`config.mk`:
```
export PLATFORM = sky130hd
export DESIGN_NAME = weight_update
export DESIGN_NICKNAME = d
export VERILOG_FILES = /design/src/rtl/weight_update.sv
export SDC_FILE = /design/constraint.sdc
export NUM_CORES = 1
export LEC_CHECK = 0
export BUFFER_PORTS_ARGS = -buffer_cell sky130_fd_sc_hd__buf_2
export CORE_AREA = 3 3 315 317
export DETAILED_ROUTE_END_ITERATION = 8
export DIE_AREA = 0 0 318 320
export PLACE_DENSITY = 0.45
export SLEW_MARGIN = 20
export SYNTH_ARGS = -nofsm -noshare
export SYNTH_HDL_FRONTEND = slang
export SYNTH_SLANG_ARGS = --single-unit
export TNS_END_PERCENT = 50
```
`constraint.sdc`:
```
create_clock -name clk -period 8.5 [get_ports clk]
set_input_delay 1.7 -clock clk [delete_from_list [all_inputs] [get_ports clk]]
set_output_delay 1.7 -clock clk [all_outputs]
set_load 0.01 [all_outputs]
```
`src/rtl/weight_update.sv`:
```
// Learning-rate-scaled, saturated weight update over a VECTOR_SIZE^2 matrix, TILING cells per clock.
// Latency: ceil(N/TILING) cycles from accepted start to finish; no backpressure, inputs held stable by upstream.
module weight_update #(
    parameter int VECTOR_SIZE = 5,
    parameter int CELL_WIDTH  = 8,
    parameter int TILING      = 2,
    parameter int LR_SHIFT    = 4
) (
    input  logic                                              clk,
    input  logic                                              rst,
    input  logic                                              start,
    input  logic [VECTOR_SIZE*VECTOR_SIZE*2*CELL_WIDTH-1:0]   product,
    input  logic [VECTOR_SIZE*VECTOR_SIZE*CELL_WIDTH-1:0]     weights_in,
    output logic [VECTOR_SIZE*VECTOR_SIZE*CELL_WIDTH-1:0]     weights_out,
    output logic [$clog2(VECTOR_SIZE*VECTOR_SIZE+1)-1:0]      sat_count,
    output logic                                              busy,
    output logic                                              finish
);

    localparam int N   = VECTOR_SIZE * VECTOR_SIZE;
    localparam int PW  = 2 * CELL_WIDTH;
    localparam int T   = (N + TILING - 1) / TILING;
    localparam int CTW = (T > 1) ? $clog2(T) : 1;
    localparam int SW  = $clog2(N + 1);
    localparam int TSW = $clog2(TILING + 1);

    localparam logic signed [PW:0] MAX_V = (PW+1)'(2**(CELL_WIDTH-1) - 1);
    localparam logic signed [PW:0] MIN_V = -((PW+1)'(2**(CELL_WIDTH-1)));

    typedef enum logic {IDLE, RUN} state_t;

    state_t         state;
    state_t         state_nxt;
    logic [CTW-1:0] tile_cnt;
    logic           last_tile;

    logic [31:0]                  cell_idx  [TILING];
    logic [31:0]                  safe_idx  [TILING];
    logic                         cell_en   [TILING];
    logic signed [PW-1:0]         prod_c    [TILING];
    logic signed [PW-1:0]         delta_c   [TILING];
    logic signed [CELL_WIDTH-1:0] wt_c      [TILING];
    logic signed [PW:0]           diff_c    [TILING];
    logic [CELL_WIDTH-1:0]        cell_val  [TILING];
    logic [TSW-1:0]               tile_sat;

    assign last_tile = (tile_cnt == CTW'(T - 1));
    assign busy      = (state == RUN);

    always_ff @(posedge clk or negedge rst) begin
        if (!rst) begin
            state <= IDLE;
        end else begin
            state <= state_nxt;
        end
    end

    always_comb begin
        state_nxt = state;
        case (state)
            IDLE:    if (start)     state_nxt = RUN;
            RUN:     if (last_tile) state_nxt = IDLE;
            default: state_nxt = IDLE;
        endcase
    end

    // Cells past N in the final tile read cell 0 harmlessly and are masked by cell_en.
    always_comb begin
        tile_sat = '0;
        for (int t = 0; t < TILING; t++) begin
            cell_idx[t] = 32'(tile_cnt) * TILING + t;
            cell_en[t]  = (cell_idx[t] < N);
            safe_idx[t] = cell_en[t] ? cell_idx[t] : 32'd0;
            prod_c[t]   = product[safe_idx[t]*PW +: PW];
            wt_c[t]     = weights_in[safe_idx[t]*CELL_WIDTH +: CELL_WIDTH];
            delta_c[t]  = prod_c[t] >>> LR_SHIFT;
            diff_c[t]   = (PW+1)'(wt_c[t]) - (PW+1)'(delta_c[t]);
            cell_val[t] = diff_c[t][CELL_WIDTH-1:0];
            if (diff_c[t] > MAX_V) begin
                cell_val[t] = MAX_V[CELL_WIDTH-1:0];
                if (cell_en[t]) tile_sat = tile_sat + TSW'(1);
            end else if (diff_c[t] < MIN_V) begin
                cell_val[t] = MIN_V[CELL_WIDTH-1:0];
                if (cell_en[t]) tile_sat = tile_sat + TSW'(1);
            end
        end
    end

    always_ff @(posedge clk or negedge rst) begin
        if (!rst) begin
            tile_cnt    <= '0;
            finish      <= 1'b0;
            sat_count   <= '0;
            weights_out <= '0;
        end else begin
            case (state)
                IDLE: begin
                    tile_cnt <= '0;
                    if (start) begin
                        finish    <= 1'b0;
                        sat_count <= '0;
                    end
                end
                RUN: begin
                    for (int t = 0; t < TILING; t++) begin
                        if (cell_en[t]) begin
                            weights_out[safe_idx[t]*CELL_WIDTH +: CELL_WIDTH] <= cell_val[t];
                        end
                    end
                    sat_count <= sat_count + SW'(tile_sat);
                    if (last_tile) begin
                        tile_cnt <= '0;
                        finish   <= 1'b1;
                    end else begin
                        tile_cnt <= tile_cnt + CTW'(1);
                    end
                end
                default: tile_cnt <= '0;
            endcase
        end
    end

endmodule

```
Word level (Yosys, flattened, before mapping)
Index checks and enable logic that the tools add are counted.
Storage, ports and cells
  output and inout bits: 207
  memories: 0
  bits in latches: 0
  ROM bits: 0
  input bits: 603
  bits in writable memories: 0
  register bits after elaboration: 211
  word-level logic and storage cells: 59
Cells by class
  add/sub/neg operators: 8
  shift-type cells: 8
  reductions and logical operators: 1
  muxes and demuxes: 27
  order comparisons: 6
  bitwise logic cells: 1
  $mul: 0
  div/mod/pow operators: 0
  equal/unequal tests: 3
Operators by type and width (count)
  200-bit two-way mux: 3
  200-bit bitwise mux: 2
  8-bit by 34-bit variable shift with 200-bit output, first input constant: 2
  400-bit by 10-bit indexed part select with 16-bit output: 1
  400-bit by 11-bit indexed part select with 16-bit output: 1
  8-bit by 34-bit indexed part select with 200-bit output: 2
  200-bit by 10-bit indexed part select with 8-bit output: 1
  200-bit by 9-bit indexed part select with 8-bit output: 1
  8-bit negator with 34-bit output: 1
  9-bit negator with 34-bit output: 1
  8-bit two-way mux: 4
  13-bit by 8-bit greater-than comparator with 1-bit output, second input constant: 2
  13-bit by 8-bit < comparator with 1-bit output, second input constant: 2
  8-bit by 12-bit subtractor with 13-bit output: 2
  5-bit two-way mux: 2
  5-bit one-hot mux with 2 select lines: 1
  4-bit one-hot mux with 2 select lines: 1
  1-bit two-way mux: 7
  5-bit by 1-bit adder with 6-bit output, second input constant: 1
  6-bit by 5-bit < comparator with 1-bit output, second input constant: 1
  2-bit two-way mux: 3
  6-bit two-way mux: 1
  5-bit by 2-bit adder with 5-bit output: 1
  5-bit < comparator, second input constant: 1
  other kinds (9): 10

Logic depth before layout (Yosys ltp)
  word-level depth: 13
  mapped depth: 32
  gate-level depth less buffers: 26

Least setup slack after synthesis
OpenSTA, ideal clock, no wires.
  kind: register -> register
  from: register tile_cnt[0]
  to: register sat_count[4]
  path buffers: 6
  setup time: 0.129 ns
  stages on the path, launching flop included: 31
  period minus slack after synthesis: 6.704 ns
  data required time: 8.371 ns
  data arrival time: 6.575 ns
  slack: 1.796 ns
  cell sequence: dfrtp_1 -> buf_2 -> inv_2 -> ha_1 -> nand2b_1 -> clkbuf_1 -> and2_1 -> clkbuf_1 -> inv_1 -> clkbuf_1 -> buf_1 -> clkbuf_1 -> nand3_1 -> a31oi_1 -> ha_1 -> inv_1 -> fa_1 -> a21oi_1 -> o2bb2ai_1 -> o311a_1 -> o31ai_4 -> nand3_1 -> or3_4 -> o221a_2 -> ha_1 -> mux2_2 -> ha_1 -> fa_1 -> nand3_1 -> xor2_1 -> o21ai_0
Between the ends
  longest elaborated chain between the ends: 13
  elaborated cells between the ends (all ways): 24
  those cells by class: 5 x add/sub; 6 x order compare; 4 x shift; 9 x mux
Ends and longest elaborated chain
  from (decl): RTL line 34  | logic [CTW-1:0] tile_cnt;
  from (signal assigned): RTL line 115  | tile_cnt <= tile_cnt + CTW'(1);
  5-bit < comparator: RTL line 72  | cell_en[t] = (cell_idx[t] < N);
  5-bit two-way mux: RTL line 73  | safe_idx[t] = cell_en[t] ? cell_idx[t] : 32'd0;
  400-bit by 10-bit indexed part select with 16-bit output / 200-bit by 9-bit indexed part select with 8-bit output (equally long branches): RTL line 74, 75
  8-bit by 12-bit subtractor with 13-bit output: RTL line 77  | diff_c[t] = (PW+1)'(wt_c[t]) - (PW+1)'(delta_c[t]);
  13-bit by 8-bit < comparator with 1-bit output: RTL line 82  | end else if (diff_c[t] < MIN_V) begin
  1-bit two-way mux: RTL line 82
  1-bit two-way mux: RTL line 79  | if (diff_c[t] > MAX_V) begin
  2-bit by 1-bit adder with 2-bit output: RTL line 81, 84
  2-bit two-way mux: RTL line 81, 84
  2-bit two-way mux: RTL line 82
  2-bit two-way mux *: RTL line 79
  5-bit by 2-bit adder with 5-bit output *: RTL line 110  | sat_count <= sat_count + SW'(tile_sat);
  5-bit one-hot mux with 2 select lines *: RTL line 96  | case (state)
  to (signal assigned): RTL line 110
  to (decl): RTL line 15  | output logic [$clog2(VECTOR_SIZE*VECTOR_SIZE+1)-1:0] sat_count,
Mark *: on every way between the ends. The rest lies on a longest branch, timed or not.
A chain may end at the register's enable or synchronous reset.

Worst setup path after layout
  from: register tile_cnt[1]
  to: register sat_count[4]
Same word-level chain as after synthesis.

==> metrics.md <==
| Metric | Value |
|---|---|
| Cells after DPL | `3367` |
| Dominant cell type by count on the critical path | `sky130_fd_sc_hd__ha_1` |
| Met3 Use GR | `under 10%` |
| Worst skew pair latency | `roughly 580 ps` |
| Via/cell ratio | `4.29` |
| Pin count of the biggest net entering global routing | `~130` |
| Final period util | `89.3%` |
| Design Area, Final | `20400 um^2` |
| Total number of H-tree levels | `1` |
| Max-capacitance violation count | `0` |
| Number of global-route vias before repair | `15100` |
| Syn Std Cell Area | `between 10000 and 15000 um^2` |
| Startpoint kind of the worst setup timing path | `flop` |
| Post-CTS resize count | `0` |
| Busiest metal layer after global routing | `met2` |
| Number of hold-slack violations in the final timing report | `0` |
| Critical path peak fanout | `26` |
| Number of buffer cells added on primary ports | `709` |
| Die Area | `about 100000 um^2` |
| Worst endpoint required time | `8900 ps` |
| Portion of synthesized cell area occupied by the leading cell type | `a little under two fifths` |
| Post-route non-filler standard cell count | `3422` |
| Post-cts hold buffer count | `0` |
| Weighted congestion at the end of routability-driven global placement | `0.812` |
| Final Setup Violations | `0` |
| Final HPWL DP | `around 75 mm` |
| Sequential cell area fraction in the yosys report | `between 30 and 40%` |
| RSZ-0062 raised after global routing | `no` |
| Number of warnings issued by yosys | `0` |
| TritonCTS clock tree | `built` |
| Antenna violations before repair | `61` |
| Fin. max-slew vios | `0` |
| Number of nets produced by synthesis | `2084` |
| WL per Instance | `26.2 um` |
| Synth area leaders | `sky130_fd_sc_hd__dfrtp_1 37%, sky130_fd_sc_hd__mux4_2 15%, sky130_fd_sc_hd__nand2_1 8.1%, sky130_fd_sc_hd__mux2_2 7.0%, sky130_fd_sc_hd__ha_1 3.3%` |
| Proportion of synthesized flip-flops having asynchronous set or reset | `100%` |
| Detailed-route via count | `14700` |
| Final ANT Viol Nets | `0` |
| Initial DRT Pass Iterations | `7` |
| Number of synthesized flops with an enable pin | `0` |
| Number of buffers on the longest clock path | `3` |
| Wire length of the first global-routing pass | `around 120 mm` |
| Number of buffers added by the clock tree synthesis step | `26` |
| Critical Path Slowest Stage Cell | `sky130_fd_sc_hd__dfrtp_4` |
| Worst-path clk slew | `60 ps` |
| Placed Area | `19500 um^2` |
| Library cell occupying the most area in the post-synthesis netlist | `sky130_fd_sc_hd__dfrtp_1` |
| Largest incremental delay on the critical path | `560 ps` |
| Syn-to-layout area delta | `42.9%` |
| Fin util | `21.1%` |
| Final period demand of the worst path | `about 7600 ps` |
| Crit path max-delay family | `compound AO/OA/AOI/OAI gates` |
| Worst max-slew margin expressed relative to the limit | `34.6%` |
| Starting Density | `around 15%` |
| Highest achievable clock rate | `132 MHz` |
| Drc violations | `0` |
| DRC marker count from the first detailed-route iteration | `968` |
| Fin nets | `2763` |
| Arrival time reported for the critical path endpoint | `~8000 ps` |
| Number of top-level pins | `between 800 and 900` |
| Total GRT Usage | `16.9%` |
| Clock root buffer | `sky130_fd_sc_hd__clkbuf_16` |
| Leading cell type in the layout, fill and taps excluded | `sky130_fd_sc_hd__buf_2` |
| Number of synthesized register bits | `about 210` |
| Top library cells by usage in the layout, fill and taps aside | `708 x sky130_fd_sc_hd__buf_2, 305 x sky130_fd_sc_hd__nand2_1, 209 x sky130_fd_sc_hd__dfrtp_1` |
| Worst setup EP type | `flop` |
| Average size of a mapped cell | `around 9.9 um^2` |
| Top FF cell, synth | `sky130_fd_sc_hd__dfrtp_1` |
| Total negative slack for setup checks | `0 ps` |
| Type of the setup path with the least slack | `reg -> reg` |
| Number of buffer and inverter instances along the worst setup path | `4` |
| Overflow left after global routing | `0` |
| Synthesized instance count | `between 1000 and 1500` |
| Hold/Removal Path Class | `reg -> reg` |
| Worst clock skew on the final layout | `39.5 ps` |
| Clock Sinks | `211` |
| Number of cell rows | `114` |
| Number of buffers inserted to repair setup after CTS | `0` |
| Slew of the pin with the lowest slew margin | `980 ps` |
| Yosys cell types | `67` |
| Core Region | `between 90000 and 100000 um^2` |
| Die Width | `between 300 and 400 um` |
| Detailed-route wire length | `89.8 mm` |
| Met1 GRT Util | `22.9%` |
| Status | `finished clean` |
| Fraction of layout cells with a size suffix above 1 | `about half` |
| Routing usage on met2 | `26.7%` |
| Die height | `320 um` |
[final timing paths]
check,startpoint,to,slack [ps],depth (start not counted)
min in group asynchronous,rst,weights_out[92],1140,1
max in group asynchronous,rst,weights_out[48],6050,2
worst max-delay path,tile_cnt[1],sat_count[4],910,27
worst max register to register,tile_cnt[1],sat_count[4],910,27
worst min-delay path,weights_out[82],weights_out[82],470,2
worst min register to register,weights_out[82],weights_out[82],470,2
[flip-flops by register name (all words and copies together), names as in the netlist]
register,count
sat_count,5
busy,1
tile_cnt,4
weights_out,200
finish,1
[worst reg2reg max path, cell delays in order, from the launching register on]
cell and delay [ps]:
sky130_fd_sc_hd__dfrtp_4 560, sky130_fd_sc_hd__inv_1 190, sky130_fd_sc_hd__ha_1 170, sky130_fd_sc_hd__nand2b_1 520, sky130_fd_sc_hd__nand2_2 430, sky130_fd_sc_hd__inv_2 320
sky130_fd_sc_hd__buf_4 360, sky130_fd_sc_hd__nand2_1 140, sky130_fd_sc_hd__a31oi_1 170, sky130_fd_sc_hd__a221oi_1 100, sky130_fd_sc_hd__a31oi_1 210, sky130_fd_sc_hd__ha_1 200
sky130_fd_sc_hd__inv_1 60, sky130_fd_sc_hd__fa_1 480, sky130_fd_sc_hd__a21oi_1 220, sky130_fd_sc_hd__o2bb2ai_1 170, sky130_fd_sc_hd__o311a_1 370, sky130_fd_sc_hd__or4_1 460
sky130_fd_sc_hd__a21oi_2 240, sky130_fd_sc_hd__nand3_1 150, sky130_fd_sc_hd__o221a_2 360, sky130_fd_sc_hd__ha_1 300, sky130_fd_sc_hd__mux2_2 280, sky130_fd_sc_hd__ha_1 210
sky130_fd_sc_hd__fa_1 400, sky130_fd_sc_hd__nand3_1 120, sky130_fd_sc_hd__xor2_1 150, sky130_fd_sc_hd__o21ai_0 80
[routing by layer]
layer / share of wire, % / vias up
li1: - / 6729
met1: 45 / 7106
met2: 44 / 688
met3: 8.5 / 120
met4: 1.6 / 48
met5: 0.34 / -
[cells in the mapped netlist, types with 3 or more instances]
cell / instances
sky130_fd_sc_hd__a211oi_1: 22
sky130_fd_sc_hd__a21o_1: 6
sky130_fd_sc_hd__a21oi_1: 45
sky130_fd_sc_hd__a221oi_1: 17
sky130_fd_sc_hd__a222oi_1: 4
sky130_fd_sc_hd__a31o_2: 9
sky130_fd_sc_hd__a31oi_1: 30
sky130_fd_sc_hd__a32oi_1: 5
sky130_fd_sc_hd__and2_1: 6
sky130_fd_sc_hd__buf_1: 19
sky130_fd_sc_hd__buf_2: 13
sky130_fd_sc_hd__buf_6: 4
sky130_fd_sc_hd__clkbuf_1: 73
sky130_fd_sc_hd__dfrtp_1: 211
sky130_fd_sc_hd__fa_1: 3
sky130_fd_sc_hd__ha_1: 38
sky130_fd_sc_hd__inv_1: 17
sky130_fd_sc_hd__mux2_2: 89
sky130_fd_sc_hd__mux2i_1: 26
sky130_fd_sc_hd__mux4_2: 96
sky130_fd_sc_hd__nand2_1: 308
sky130_fd_sc_hd__nand2b_1: 6
sky130_fd_sc_hd__nand3_1: 75
sky130_fd_sc_hd__nand4_1: 9
sky130_fd_sc_hd__nor2_1: 39
sky130_fd_sc_hd__nor2b_1: 24
sky130_fd_sc_hd__nor3_1: 8
sky130_fd_sc_hd__nor4_1: 5
sky130_fd_sc_hd__o211ai_1: 14
sky130_fd_sc_hd__o21a_1: 5
sky130_fd_sc_hd__o21ai_0: 57
sky130_fd_sc_hd__o21ai_1: 79
sky130_fd_sc_hd__o21ai_2: 11
sky130_fd_sc_hd__o21bai_1: 3
sky130_fd_sc_hd__o22ai_1: 3
sky130_fd_sc_hd__or3_1: 4
sky130_fd_sc_hd__xnor2_1: 9
sky130_fd_sc_hd__xor2_1: 10
[per-stage QoR]
stage	worst slack [ps]	hold WS, ps
2_1_floorplan	1800	516
3_3_place_gp	808	457
3_5_place_dp	782	456
4_1_cts	735	476
5_1_grt	430	505
6_report	909	472
[layout make-up]
cell class | count | area, um^2
fill | 10800 | 76200
multi-input combinational | 1101 | 8560
sequential | 211 | 5290
timing repair buffer | 760 | 3970
tap | 1276 | 1600
clock buffer | 37 | 763
clock inverter | 9 | 114
inverter | 19 | 71.3
antenna | 9 | 22.5
[logic make-up after synthesis]
kind of cell	synth area share, %
adder cells (fa/ha/maj)	3.75
multiplexers	24.0
AO/OA/AOI/OAI	15.3
flip-flops	37.0
XOR/XNOR	1.17
AND/OR/NAND/NOR	15.0
buffers and inverters	3.69
Power is left out: the tool's default activity adds up to more than one toggle a clock period on the data nets, which glitch-free logic cannot reach.
